File: config.mk
export PLATFORM = sky130hd
export DESIGN_NAME = countdown_timer_flat
export DESIGN_NICKNAME = d
export VERILOG_FILES = /design/src/rtl/countdown_pkg.sv /design/src/rtl/countdown_timer_if.sv /design/src/rtl/bcd_down_digit.sv /design/src/rtl/countdown_timer.sv /design/src/flat_wrapper.sv
export SDC_FILE = /design/constraint.sdc
export NUM_CORES = 1
export LEC_CHECK = 0
export ABC_AREA = 1
export CORE_MARGIN = 5
export CORE_UTILIZATION = 55
export CTS_BUF_LIST = sky130_fd_sc_hd__clkbuf_8
export DETAILED_ROUTE_END_ITERATION = 6
export PLACE_DENSITY_LB_ADDON = 0.05
export SKIP_CTS_REPAIR_TIMING = 1
export SYNTH_ARGS = -nofsm -noshare
export SYNTH_HDL_FRONTEND = slang
export SYNTH_SLANG_ARGS = --single-unit
File: constraint.sdc
create_clock -name clk_cin -period 3.4 [get_ports clk_cin]
set_input_delay 1.02 -clock clk_cin [delete_from_list [all_inputs] [get_ports clk_cin]]
set_output_delay 1.02 -clock clk_cin [all_outputs]
set_load 0.05 [all_outputs]
File: src/rtl/countdown_pkg.sv
// countdown_pkg
// Shared definitions for the BCD countdown timer:
//   state_t            - 2-bit FSM encoding (IDLE, RUN, PAUSE, DONE)
//   UNITS_MAX/TENS_MAX - wrap values for the BCD digits of a mm:ss count
//   ALARM_LEN_DEFAULT  - default number of cycles the alarm is held
//   bcd_pair_ok()      - legality check of one two-digit BCD preset
package countdown_pkg;

  typedef enum logic [1:0] {
    ST_IDLE  = 2'd0,
    ST_RUN   = 2'd1,
    ST_PAUSE = 2'd2,
    ST_DONE  = 2'd3
  } state_t;

  localparam logic [3:0] UNITS_MAX = 4'd9;
  localparam logic [3:0] TENS_MAX  = 4'd5;

  localparam int unsigned ALARM_LEN_DEFAULT = 10;

  // A minutes or seconds byte is legal when units <= 9 and tens <= 5.
  function automatic logic bcd_pair_ok(input logic [7:0] value);
    return (value[3:0] <= UNITS_MAX) && (value[7:4] <= TENS_MAX);
  endfunction

endpackage

File: src/rtl/countdown_timer_if.sv
// countdown_timer_if
// Control/status bundle of the countdown timer.
//   Inputs to the timer : load, preset_min, preset_sec, start, pause
//   Outputs of the timer: min_out, sec_out, running, done, alarm, load_err,
//                         state (debug view of the FSM)
// Control semantics: there is no valid/ready pair. Every control input is a
// level sampled on each rising clk_cin edge, with priority load > pause >
// start; every output is registered and changes only after the edge that
// causes it (or immediately on rst).
// Modports: master drives the controls (testbench/parent), slave is the timer.
interface countdown_timer_if;
  import countdown_pkg::*;

  logic       load;
  logic [7:0] preset_min;
  logic [7:0] preset_sec;
  logic       start;
  logic       pause;

  logic [7:0] min_out;
  logic [7:0] sec_out;
  logic       running;
  logic       done;
  logic       alarm;
  logic       load_err;
  state_t     state;

  modport master (
    output load, preset_min, preset_sec, start, pause,
    input  min_out, sec_out, running, done, alarm, load_err, state
  );

  modport slave (
    input  load, preset_min, preset_sec, start, pause,
    output min_out, sec_out, running, done, alarm, load_err, state
  );

endinterface

File: src/rtl/bcd_down_digit.sv
// bcd_down_digit
// One BCD digit of a down-counter chain.
//   clk_cin - count clock
//   rst     - asynchronous, active-high reset (digit -> 0)
//   en      - decrement this digit on the next edge
//   load    - synchronous load of preset (wins over en)
//   preset  - value to load
//   digit   - registered digit value
//   borrow  - combinational: this digit is enabled and sits at 0, so it wraps
//             to MAX and the next more significant digit must decrement
module bcd_down_digit #(
  parameter logic [3:0] MAX = 4'd9
) (
  input  logic       clk_cin,
  input  logic       rst,
  input  logic       en,
  input  logic       load,
  input  logic [3:0] preset,
  output logic [3:0] digit,
  output logic       borrow
);

  assign borrow = en && (digit == 4'd0);

  always_ff @(posedge clk_cin or posedge rst) begin
    if (rst) begin
      digit <= 4'd0;
    end else if (load) begin
      digit <= preset;
    end else if (en) begin
      digit <= (digit == 4'd0) ? MAX : digit - 4'd1;
    end
  end

endmodule

File: src/rtl/countdown_timer.sv
// countdown_timer
// mm:ss BCD countdown timer with load/start/pause control and a timed alarm.
//   clk_cin - count clock, one rising edge per second
//   rst     - asynchronous, active-high reset
//   bus     - countdown_timer_if.slave:
//     load/preset_min/preset_sec - load a BCD preset, forces IDLE; an
//                                  illegal digit keeps the old count and
//                                  pulses load_err for one cycle
//     start  - IDLE->RUN (count != 0), PAUSE->RUN, DONE->IDLE
//     pause  - RUN->PAUSE
//     min_out/sec_out - current count (registered BCD)
//     running/done    - state is RUN / state is DONE
//     alarm           - high for ALARM_LEN cycles after entering DONE
//     state           - FSM state for observation
// The count lives in four bcd_down_digit instances chained by borrow; this
// level holds the FSM, preset validation, zero detection and alarm counter.
module countdown_timer
  import countdown_pkg::*;
#(
  parameter int unsigned ALARM_LEN = ALARM_LEN_DEFAULT
) (
  input logic               clk_cin,
  input logic               rst,
  countdown_timer_if.slave  bus
);

  localparam logic [7:0] ALARM_LEN_8 = 8'(ALARM_LEN);

  state_t     state;
  logic       running_q;
  logic       done_q;
  logic       alarm_q;
  logic       load_err_q;
  logic [7:0] alarm_cnt;

  logic       preset_ok;
  logic       digit_load;
  logic       count_zero;
  logic       count_one;
  logic       dec;

  logic [3:0] sec_units;
  logic [3:0] sec_tens;
  logic [3:0] min_units;
  logic [3:0] min_tens;
  logic       borrow_su;
  logic       borrow_st;
  logic       borrow_mu;
  logic       borrow_mt;

  assign preset_ok  = bcd_pair_ok(bus.preset_min) && bcd_pair_ok(bus.preset_sec);
  assign digit_load = bus.load && preset_ok;

  assign count_zero = (min_tens == 4'd0) && (min_units == 4'd0) &&
                      (sec_tens == 4'd0) && (sec_units == 4'd0);
  assign count_one  = (min_tens == 4'd0) && (min_units == 4'd0) &&
                      (sec_tens == 4'd0) && (sec_units == 4'd1);

  // Decrement only on a plain RUN edge. The zero guard keeps the chain from
  // ever wrapping 00:00 to 59:59.
  assign dec = (state == ST_RUN) && !bus.load && !bus.pause && !count_zero;

  bcd_down_digit #(.MAX(UNITS_MAX)) u_sec_units (
    .clk_cin (clk_cin),
    .rst     (rst),
    .en      (dec),
    .load    (digit_load),
    .preset  (bus.preset_sec[3:0]),
    .digit   (sec_units),
    .borrow  (borrow_su)
  );

  bcd_down_digit #(.MAX(TENS_MAX)) u_sec_tens (
    .clk_cin (clk_cin),
    .rst     (rst),
    .en      (borrow_su),
    .load    (digit_load),
    .preset  (bus.preset_sec[7:4]),
    .digit   (sec_tens),
    .borrow  (borrow_st)
  );

  bcd_down_digit #(.MAX(UNITS_MAX)) u_min_units (
    .clk_cin (clk_cin),
    .rst     (rst),
    .en      (borrow_st),
    .load    (digit_load),
    .preset  (bus.preset_min[3:0]),
    .digit   (min_units),
    .borrow  (borrow_mu)
  );

  // The top digit's borrow has no consumer: the zero guard on dec means it
  // can never be asserted.
  bcd_down_digit #(.MAX(TENS_MAX)) u_min_tens (
    .clk_cin (clk_cin),
    .rst     (rst),
    .en      (borrow_mu),
    .load    (digit_load),
    .preset  (bus.preset_min[7:4]),
    .digit   (min_tens),
    .borrow  (borrow_mt)
  );

  // FSM with registered status outputs. A pause level blocks start in every
  // state, which keeps the load > pause > start priority uniform.
  always_ff @(posedge clk_cin or posedge rst) begin
    if (rst) begin
      state      <= ST_IDLE;
      running_q  <= 1'b0;
      done_q     <= 1'b0;
      alarm_q    <= 1'b0;
      alarm_cnt  <= 8'd0;
      load_err_q <= 1'b0;
    end else begin
      load_err_q <= 1'b0;
      if (bus.load) begin
        state      <= ST_IDLE;
        running_q  <= 1'b0;
        done_q     <= 1'b0;
        alarm_q    <= 1'b0;
        alarm_cnt  <= 8'd0;
        load_err_q <= !preset_ok;
      end else begin
        case (state)
          ST_IDLE: begin
            if (!bus.pause && bus.start && !count_zero) begin
              state     <= ST_RUN;
              running_q <= 1'b1;
            end
          end
          ST_RUN: begin
            if (bus.pause) begin
              state     <= ST_PAUSE;
              running_q <= 1'b0;
            end else if (count_one) begin
              // This edge also takes the count from 00:01 to 00:00.
              state     <= ST_DONE;
              running_q <= 1'b0;
              done_q    <= 1'b1;
              alarm_q   <= 1'b1;
              alarm_cnt <= ALARM_LEN_8;
            end
          end
          ST_PAUSE: begin
            if (!bus.pause && bus.start) begin
              state     <= ST_RUN;
              running_q <= 1'b1;
            end
          end
          ST_DONE: begin
            if (!bus.pause && bus.start) begin
              state     <= ST_IDLE;
              done_q    <= 1'b0;
              alarm_q   <= 1'b0;
              alarm_cnt <= 8'd0;
            end else if (alarm_cnt != 8'd0) begin
              // alarm_cnt holds the cycles left including the current one,
              // so alarm drops on the edge that consumes the last of them.
              alarm_cnt <= alarm_cnt - 8'd1;
              alarm_q   <= (alarm_cnt > 8'd1);
            end
          end
          default: begin
            state     <= ST_IDLE;
            running_q <= 1'b0;
            done_q    <= 1'b0;
            alarm_q   <= 1'b0;
            alarm_cnt <= 8'd0;
          end
        endcase
      end
    end
  end

  assign bus.min_out  = {min_tens, min_units};
  assign bus.sec_out  = {sec_tens, sec_units};
  assign bus.running  = running_q;
  assign bus.done     = done_q;
  assign bus.alarm    = alarm_q;
  assign bus.load_err = load_err_q;
  assign bus.state    = state;

endmodule

File: src/flat_wrapper.sv
// flat-port wrapper written by rule: the top's interface ports become plain ports
module countdown_timer_flat import countdown_pkg::*;
#(
  parameter int unsigned ALARM_LEN = ALARM_LEN_DEFAULT
)
  (clk_cin, rst, bus_load, bus_preset_min, bus_preset_sec, bus_start, bus_pause, bus_min_out, bus_sec_out, bus_running, bus_done, bus_alarm, bus_load_err, bus_state);
  countdown_timer_if bus_i ();
  input logic clk_cin;
  input logic rst;
  input wire logic [$bits(bus_i.load)-1:0] bus_load;
  input wire logic [$bits(bus_i.preset_min)-1:0] bus_preset_min;
  input wire logic [$bits(bus_i.preset_sec)-1:0] bus_preset_sec;
  input wire logic [$bits(bus_i.start)-1:0] bus_start;
  input wire logic [$bits(bus_i.pause)-1:0] bus_pause;
  output wire logic [$bits(bus_i.min_out)-1:0] bus_min_out;
  output wire logic [$bits(bus_i.sec_out)-1:0] bus_sec_out;
  output wire logic [$bits(bus_i.running)-1:0] bus_running;
  output wire logic [$bits(bus_i.done)-1:0] bus_done;
  output wire logic [$bits(bus_i.alarm)-1:0] bus_alarm;
  output wire logic [$bits(bus_i.load_err)-1:0] bus_load_err;
  output wire logic [$bits(bus_i.state)-1:0] bus_state;
  assign bus_i.load = bus_load;
  assign bus_i.preset_min = bus_preset_min;
  assign bus_i.preset_sec = bus_preset_sec;
  assign bus_i.start = bus_start;
  assign bus_i.pause = bus_pause;
  assign bus_min_out = bus_i.min_out;
  assign bus_sec_out = bus_i.sec_out;
  assign bus_running = bus_i.running;
  assign bus_done = bus_i.done;
  assign bus_alarm = bus_i.alarm;
  assign bus_load_err = bus_i.load_err;
  assign bus_state = bus_i.state;
  countdown_timer #(.ALARM_LEN(ALARM_LEN)) u_core (.clk_cin(clk_cin), .rst(rst), .bus(bus_i));
endmodule
Word-level counts from Yosys, hierarchy flattened --
Index checks and enable logic that the tools add are counted.
Cells by class: add/sub/neg operators 5, magnitude comparators 5, equal/unequal tests 11, mux-type cells 41, reduce and logical (&&, ||, !) cells 36
Operator list (count):
- two-way mux 4 bit | 12
- two-way mux 8 bit | 5
- logical AND 1 bit | 16
- logical NOT 4 bit | 4
- one-hot mux 8 bit (2 select lines) | 1
- AND reduction 4 bit | 4
- subtractor 4 x 1 -> 4 bit, second input constant | 4
- two-way mux 1 bit | 13
- two-way mux 2 bit | 6
- inequality test 3 x 2 -> 1 bit, second input constant | 4
- greater-than comparator 8 x 1 -> 1 bit, second input constant | 1
- less-or-equal comparator 4 x 3 -> 1 bit, second input constant | 2
- less-or-equal comparator 4 bit, second input constant | 2
- one-hot mux 2 bit (4 select lines) | 1
- nonzero test 2 bit | 4
- nonzero test 8 bit | 1
- subtractor 8 x 1 -> 8 bit, second input constant | 1
- equality test 2 bit, second input constant | 2
- equality test 4 x 1 -> 1 bit, second input constant | 1
- logical NOT 1 bit | 4
- inequality test 4 x 2 -> 1 bit, second input constant | 1
- inequality test 4 x 3 -> 1 bit, second input constant | 1
- one-hot mux 1 bit (2 select lines) | 2
- nonzero test 4 bit | 1
- other kinds (5) | 5
Word-level totals: register bits after elaboration 30, bits of input ports 21, output and inout port bits 22, logic and storage cells 108

Depth between registers and ports, before layout --
Gate-level depths: netlist of run 1.
depth after elaboration 11, mapped depth 11, mapped depth without buffers 10

Modules after synthesis --
From an unflattened synthesis of run 1, not the netlist that was laid out.
Unflattened totals: cell total of the unflattened synthesis 302, area total of the unflattened synthesis 2029.4 um2
Modules (own cells, without submodules):
- countdown_timer | times used 1, cells each 160, area an instance 1071.0 um2, seq. area each 350.3 um2
- bcd_down_digit at u_core.u_min_tens ... | times used 2, cells each 35, area an instance 241.5 um2, seq. area each 100.1 um2
- bcd_down_digit at u_core.u_min_units ... | times used 2, cells each 36, area an instance 237.7 um2, seq. area each 100.1 um2

Least setup slack after synthesis of run 1 --
No wires, ideal clock.
path kind input port to flip-flop, start point in bus_preset_sec[1], end point reg u_core.u_min_tens.digit[0], setup time 0.120 ns, arrival 1.891 ns, data required time 3.280 ns, setup slack 1.389 ns, cell stages on the path 9, buffers on the path 2, cell sequence o21ai_0 > and2_0 > buf_2 > nand3_4 > buf_4 > nand2_1 > nand2_1 > nand3_1 > nand2_1
On the way: longest elaborated chain between the ends 5, elaborated cells between the ends (all ways) 6, those cells by class order compare: 1; mux: 1; reduce/logical: 4
Ends and longest elaborated chain:
- from (decl) | line flat_wrapper.sv:12 | input wire logic [$bits(bus_i.preset_sec)-1:0] bus_preset_sec;
- less-or-equal comparator 4 bit * | line countdown_pkg.sv:23 | return (value[3:0] <= UNITS_MAX) && (value[7:4] <= TENS_MAX);
- logical AND 1 bit * | line countdown_pkg.sv:23
- logical AND 1 bit * | line countdown_timer.sv:51 | assign preset_ok = bcd_pair_ok(bus.preset_min) && bcd_pair_ok(bus.preset_sec);
- logical AND 1 bit * | line countdown_timer.sv:52 | assign digit_load = bus.load && preset_ok;
- two-way mux 4 bit / nonzero test 2 bit (equally long branches)
- to (signal assigned) | line bcd_down_digit.sv:29 | digit <= preset;
- to (signal assigned) | line bcd_down_digit.sv:31 | digit <= (digit == 4'd0) ? MAX : digit - 4'd1;
- to (decl) | line bcd_down_digit.sv:19 | output logic [3:0] digit,
Every way passes the cells marked *; elsewhere a longest branch is shown, timed or not. A chain may end at the register's enable or synchronous reset.

Worst setup path in the final report of run 1 --
start point reg u_core.u_min_tens.digit[0], end point out bus_min_out[4]
RTL lines:
- to (decl) | line flat_wrapper.sv:15 | output wire logic [$bits(bus_i.min_out)-1:0] bus_min_out;
No word-level cell between the ends.

==> metrics.txt, run 1 <==
setup violators final=0; Post-Syn Area=~0.0021 mm²; Placer Congestion=between 0.9 and 1; Arrival @ worst endpoint=approximately 1.6 ns; WHS=approximately 0.5 ns; die height=between 70 and 80 µm; largest net degree at the start of global routing=31; Worst-path clk slew=0.06 ns; CP required=between 2 and 2.5 ns; crit end category=primary output; commonest non-fill, non-tap cell in the layout=nand2_1; total gr overflow=0; clock skew=0.0105 ns; Tot Pwr=between 2 and 2.5 mW; Avg Inst Size Synth=approximately 6.5 µm²; first-pass GRT wire length=about 8700 µm; initial drt markers=between 100 and 150; final core occ=0.729; most frequent cells in the layout=140 x nand2_1, 42 x clkdlybuf4s50_1, 35 x inv_1; minimum clock period after layout=~2.6 ns; crit-path max FO=6; Peak VDD IR=around 0.00053 V; diode count=0; CP peak stage delay=around 0.85 ns; worst skew pair latency=0.29 ns; initial antenna violation count=0; Detailed Place HPWL=a little under 4000 µm; Setup CP Type=flop to primary output; Hold Violations, Final=0; top cells by area, synth=dfrtp_1 35%, nand2_1 25%, inv_1 6.1%; IO Pins=43; Seq/Total Area, Yosys=0.351; Synth cell types=27; Max Clock Freq=~0.38 GHz; status=completed; P_leak=1.43 nW; yosys synthesis warning count=0; setup_tns=0 ns; final setup margin=~0.79 ns; Row Count=22; core box area=between 0.003 and 0.004 mm²; Initial Utilization=0.575; Layout area overhead=26.8%; Total GRT Usage=0.211; crit path cell chain=clkdlybuf4s50_1; WL/cell=12.3 µm; Num CTS Buffers=5; type of origin of the critical path=flop; pre-CTS WS=0.504 ns; vias in the first global route=just under 2,000; Synth top area share=0.351; RSZ-0062 raised after global routing=false; relative slew slack=0.662; Top Family by Delay on Critical Path=buffers and inverters; Power Density=between 900 and 1000 mW/mm²; Bufs and invs on worst path=1; Crit-path slowest cell=clkdlybuf4s50_1; clk sinks=30; Final Cycle Share=0.767; Slew Limit Fails=0; DR vias=approximately 2,100; drc violations=0; post-synth top area cell=dfrtp_1; H-tree levels=2; HP Class=flop to flop; Total Die Area=0.00523 mm²; die width=between 70 and 80 µm; Pre-antenna DRT Iters=4; Nets=403; Max Cap Violations=0; Via density=~5; post-synth net total=between 300 and 400; Worst Tran Pin Value=between 0.5 and 0.6 ns; port bufs=42; Cells after Synth=between 300 and 400; routed wire length=about 5200 µm; Routed Antenna Nets=0; #FFs+latches synth=30; clk root buf=clkbuf_8; CTS tree=done; Max clock buf depth=2; layout cells sized above 1=0.0800
## flip-flops by register name (all words and copies together), names as in the netlist
register and flops:
u_core.u_sec_units.digit 4, u_core.alarm_cnt 8, u_core.u_min_units.digit 4, u_core.u_min_tens.digit 4, u_core.bus.done 1, u_core.bus.load_err 1
u_core.bus.state 2, u_core.bus.alarm 1, u_core.bus.running 1, u_core.u_sec_tens.digit 4
## tightest hold or removal path: stages, from the launching register on
cell	delay (ns)
dfrtp_1	0.34
nand2_1	0.05
o21ai_1	0.06
## where the power goes
group	internal, mW	switching (mW)
Clock	0.234	0.135
Combinational	0.496	0.987
Sequential	0.483	0.149
Total	1.21	1.27
## cells by family (layout without fill, tap and decap cells)
logic type                 Yosys count  after routing  share of synthesized area
AOI/OAI and AO/OA                   32             32                     0.0808
xor gates and xnor gates             1              1                    0.00410
adders and majority gates            7              7                     0.0410
buffers and inverters               45             91                     0.0872
DFF                                 30             30                      0.351
and+or+nand+nor                    214            214                      0.436
## area by class of cell
| class | instances | area [µm²] |
|---|---|---|
| repair buffers | 44 | 435 |
| flip-flops and latches | 30 | 751 |
| clock buffers | 6 | 82.6 |
| well taps | 48 | 60.1 |
| fillers | 319 | 1010 |
| inverters | 40 | 150 |
| multi-input cells | 254 | 1200 |
| clock inverters | 1 | 30.0 |
## path summary, 6_finish.rpt
check / to / slack (ns) / startpoint / depth (start not counted)
setup / recovery: bus_min_out[4] / 0.79 / u_core.u_min_tens.digit[0] / 1
hold / removal: u_core.bus.done / 0.50 / u_core.bus.done / 2
setup reg to reg: u_core.alarm_cnt[7] / 1.51 / u_core.bus.state[0] / 10
hold reg to reg: u_core.bus.done / 0.50 / u_core.bus.done / 2
max in group asynchronous: u_core.u_min_units.digit[1] / 1.98 / rst / 3
min in group asynchronous: u_core.u_sec_units.digit[3] / 1.12 / rst / 3
## through the flow
stage	instance area, µm²	instances
floorplan	2140	329
global placement	2600	416
detailed placement	2600	416
CTS	2710	423
global route	2710	423
finish	2710	423
## per-layer routing
metal,global-route usage,wire [µm]
met1,0.280,2430
met2,0.324,2380
met3,0.0651,323
met4,0.0752,45
met5,0,0
## synth_stat cells
library cell	count
buf_6	1
buf_4	2
nand3_2	3
a21oi_1	7
xor2_1	1
nand3_4	1
inv_2	5
dfrtp_1	30
a21o_1	1
nand2_1	140
nor2_2	5
o21ai_0	16
and2_0	1
o21ai_1	5
nor3_1	4
nand4_1	6
o31a_1	1
ha_1	7
buf_2	2
nor2_1	24
nand2_4	1
nor2_4	2
nand2_2	3
nand3_1	24
inv_1	35
a21oi_2	1
o21bai_1	1
Power figures use the tool's default switching activity.
==> run 2: changes to the inputs <==
CORE_UTILIZATION = 53   (was 55)
clock period = 2.47 ns   (was 3.4 ns; I/O delays follow)
==> run 2 against run 1 <==
Against the previous run:
- combinational power is 38% higher
- global-route usage grew 0.15 points
- sequential share of layout area down 0.19 points
- count of clock-buffer cells in the layout stayed put
- non-clock buffer count up 5
- core utilization is 3.7 points lower
- sequential power is 37% higher
- clock skew shrank 0.00090 ns
- critical path type unchanged
==> metrics.txt, run 2 (synthesized netlist as in run 1, its figures left out) <==
Top Family by Delay on Critical Path=buffers and inverters; pre-CTS WS=0.0292 ns; Total GRT Usage=0.212; Initial Utilization=0.542; diode count=0; minimum clock period after layout=2.34 ns; Worst Tran Pin Value=about 0.52 ns; status=completed; Hold Violations, Final=0; relative slew slack=0.654; H-tree levels=2; initial antenna violation count=0; Via density=5.01; worst skew pair latency=roughly 0.28 ns; Slew Limit Fails=0; CTS tree=done; port bufs=42; combinational fraction of design power=0.615; final setup margin=between 0.1 and 0.15 ns; Critical path destination=bus_min_out[4]; IO Pins=43; crit-path max FO=6; setup_tns=0 ns; total gr overflow=0; r2r setup slk=roughly 0.57 ns; Biggest register=u_core.alarm_cnt; Hold Crit Depth=2; P_leak=approximately 1.4 nW; type of origin of the critical path=flop; routed wire length=between 5000 and 6000 µm; die height=roughly 74 µm; internal power=1.57 mW; core box area=approximately 0.0039 mm²; Placer Congestion=just over 0.8; Routed Antenna Nets=0; drc violations=0; CP peak stage delay=between 0.8 and 0.9 ns; CP required=1.73 ns; RSZ-0062 raised after global routing=false; largest net degree at the start of global routing=31; max reg flops=8; Crit-path slowest cell=clkdlybuf4s50_1; Register Area=about 750 µm²; fill cell count=roughly 370; Pre-antenna DRT Iters=4; clock skew=0.00957 ns; initial drt markers=around 130; Total Die Area=between 0.005 and 0.006 mm²; beginning of the critical path=u_core.u_min_tens.digit[0]; WL/cell=around 12 µm; Num CTS Buffers=5; Arrival @ worst endpoint=1.60 ns; CP Depth=1; Layout area overhead=27.6%; layout cells sized above 1=0.0919; fin area=0.00273 mm²; die width=73.5 µm; first-pass GRT wire length=around 8900 µm; Row Count=23; vias in the first global route=about 2,000; reg2reg start=u_core.bus.state[0]; clk root buf=clkbuf_8; setup violators final=0; crit path cell chain=clkdlybuf4s50_1; Nets=408; area of the multi-input gates=around 0.0012 mm²; placed cells=about 420; Max Clock Freq=between 0.4 and 0.5 GHz; r2r worst-path depth=9; Max Cap Violations=0; Detailed Place HPWL=3900 µm; Non-Filler Instances=about 430; Sw Pwr=1.75 mW; most frequent cells in the layout=140 x nand2_1, 42 x clkdlybuf4s50_1, 36 x inv_1; Power Density=~1200 mW/mm²; clk sinks=30; HP Class=flop to flop; Placed Area=roughly 0.0026 mm²; register share of total power=0.261; Worst-path clk slew=0.07 ns; commonest non-fill, non-tap cell in the layout=nand2_1; Clk network pwr share=0.124; Switching Share=0.526; Peak VDD IR=roughly 0.00082 V; reg-to-reg endpoint=u_core.alarm_cnt[3]; Max clock buf depth=2; crit end category=primary output; Final Cycle Share=0.946; Bufs and invs on worst path=1; DR vias=2,159; Setup CP Type=flop to primary output
==> run 2: changes by cell type in the layout (fill, tap and decap cells not counted), sizes merged <==
cell / previous run / this run
inv: 40 / 41
clkinv: 0 / 1
buf: 2 / 7
bufinv: 1 / 0
==> run 2: power by group through the flow <==
| stage | combinational [mW] | clock (mW) | sequential [mW] |
|---|---|---|---|
| 2_1_floorplan | 0.981 | 0 | 1.36 |
| 6_report | 2.04 | 0.413 | 0.865 |
| 4_1_cts | 2.04 | 0.420 | 0.862 |
| 3_3_place_gp | 2.00 | 0 | 0.866 |
| 3_5_place_dp | 2.03 | 0 | 0.868 |
| 5_1_grt | 2.26 | 0.445 | 0.898 |
==> run 2: per-stage QoR <==
| step | hold slack, ns | power (mW) | utilization |
|---|---|---|---|
| CTS | 0.497 | 3.33 | 0.692 |
| detailed placement | 0.474 | 2.90 | 0.669 |
| global route | 0.537 | 3.60 | 0.692 |
| global placement | 0.468 | 2.86 | 0.669 |
| floorplan | 0.471 | 2.34 | - |
| finish | 0.490 | 3.32 | 0.692 |
==> run 2: routing by layer <==
metal / part of all wire / up-vias / global-route usage
li1: - / 1130 / -
met1: 0.48 / 975 / 0.291
met2: 0.47 / 48 / 0.337
met3: 0.042 / 6 / 0.0465
met4: 0.012 / 0 / 0.0604
met5: 0 / - / 0
==> run 2: layout make-up <==
type                       count  area share
inverter                      40      0.0550
timing repair buffer          49       0.173
multi-input combinational    254       0.440
clock buffer                   6      0.0303
sequential                    30       0.275
tap                           50      0.0229
clock inverter                 2     0.00321
==> run 2: worst min-delay path by stage <==
stage                        startpoint             endpoint
floorplan           u_core.alarm_cnt[1]  u_core.alarm_cnt[1]
global placement     u_core.bus.running   u_core.bus.running
detailed placement   u_core.bus.running   u_core.bus.running
CTS                    u_core.bus.alarm     u_core.bus.alarm
global route            u_core.bus.done      u_core.bus.done
finish               u_core.bus.running   u_core.bus.running
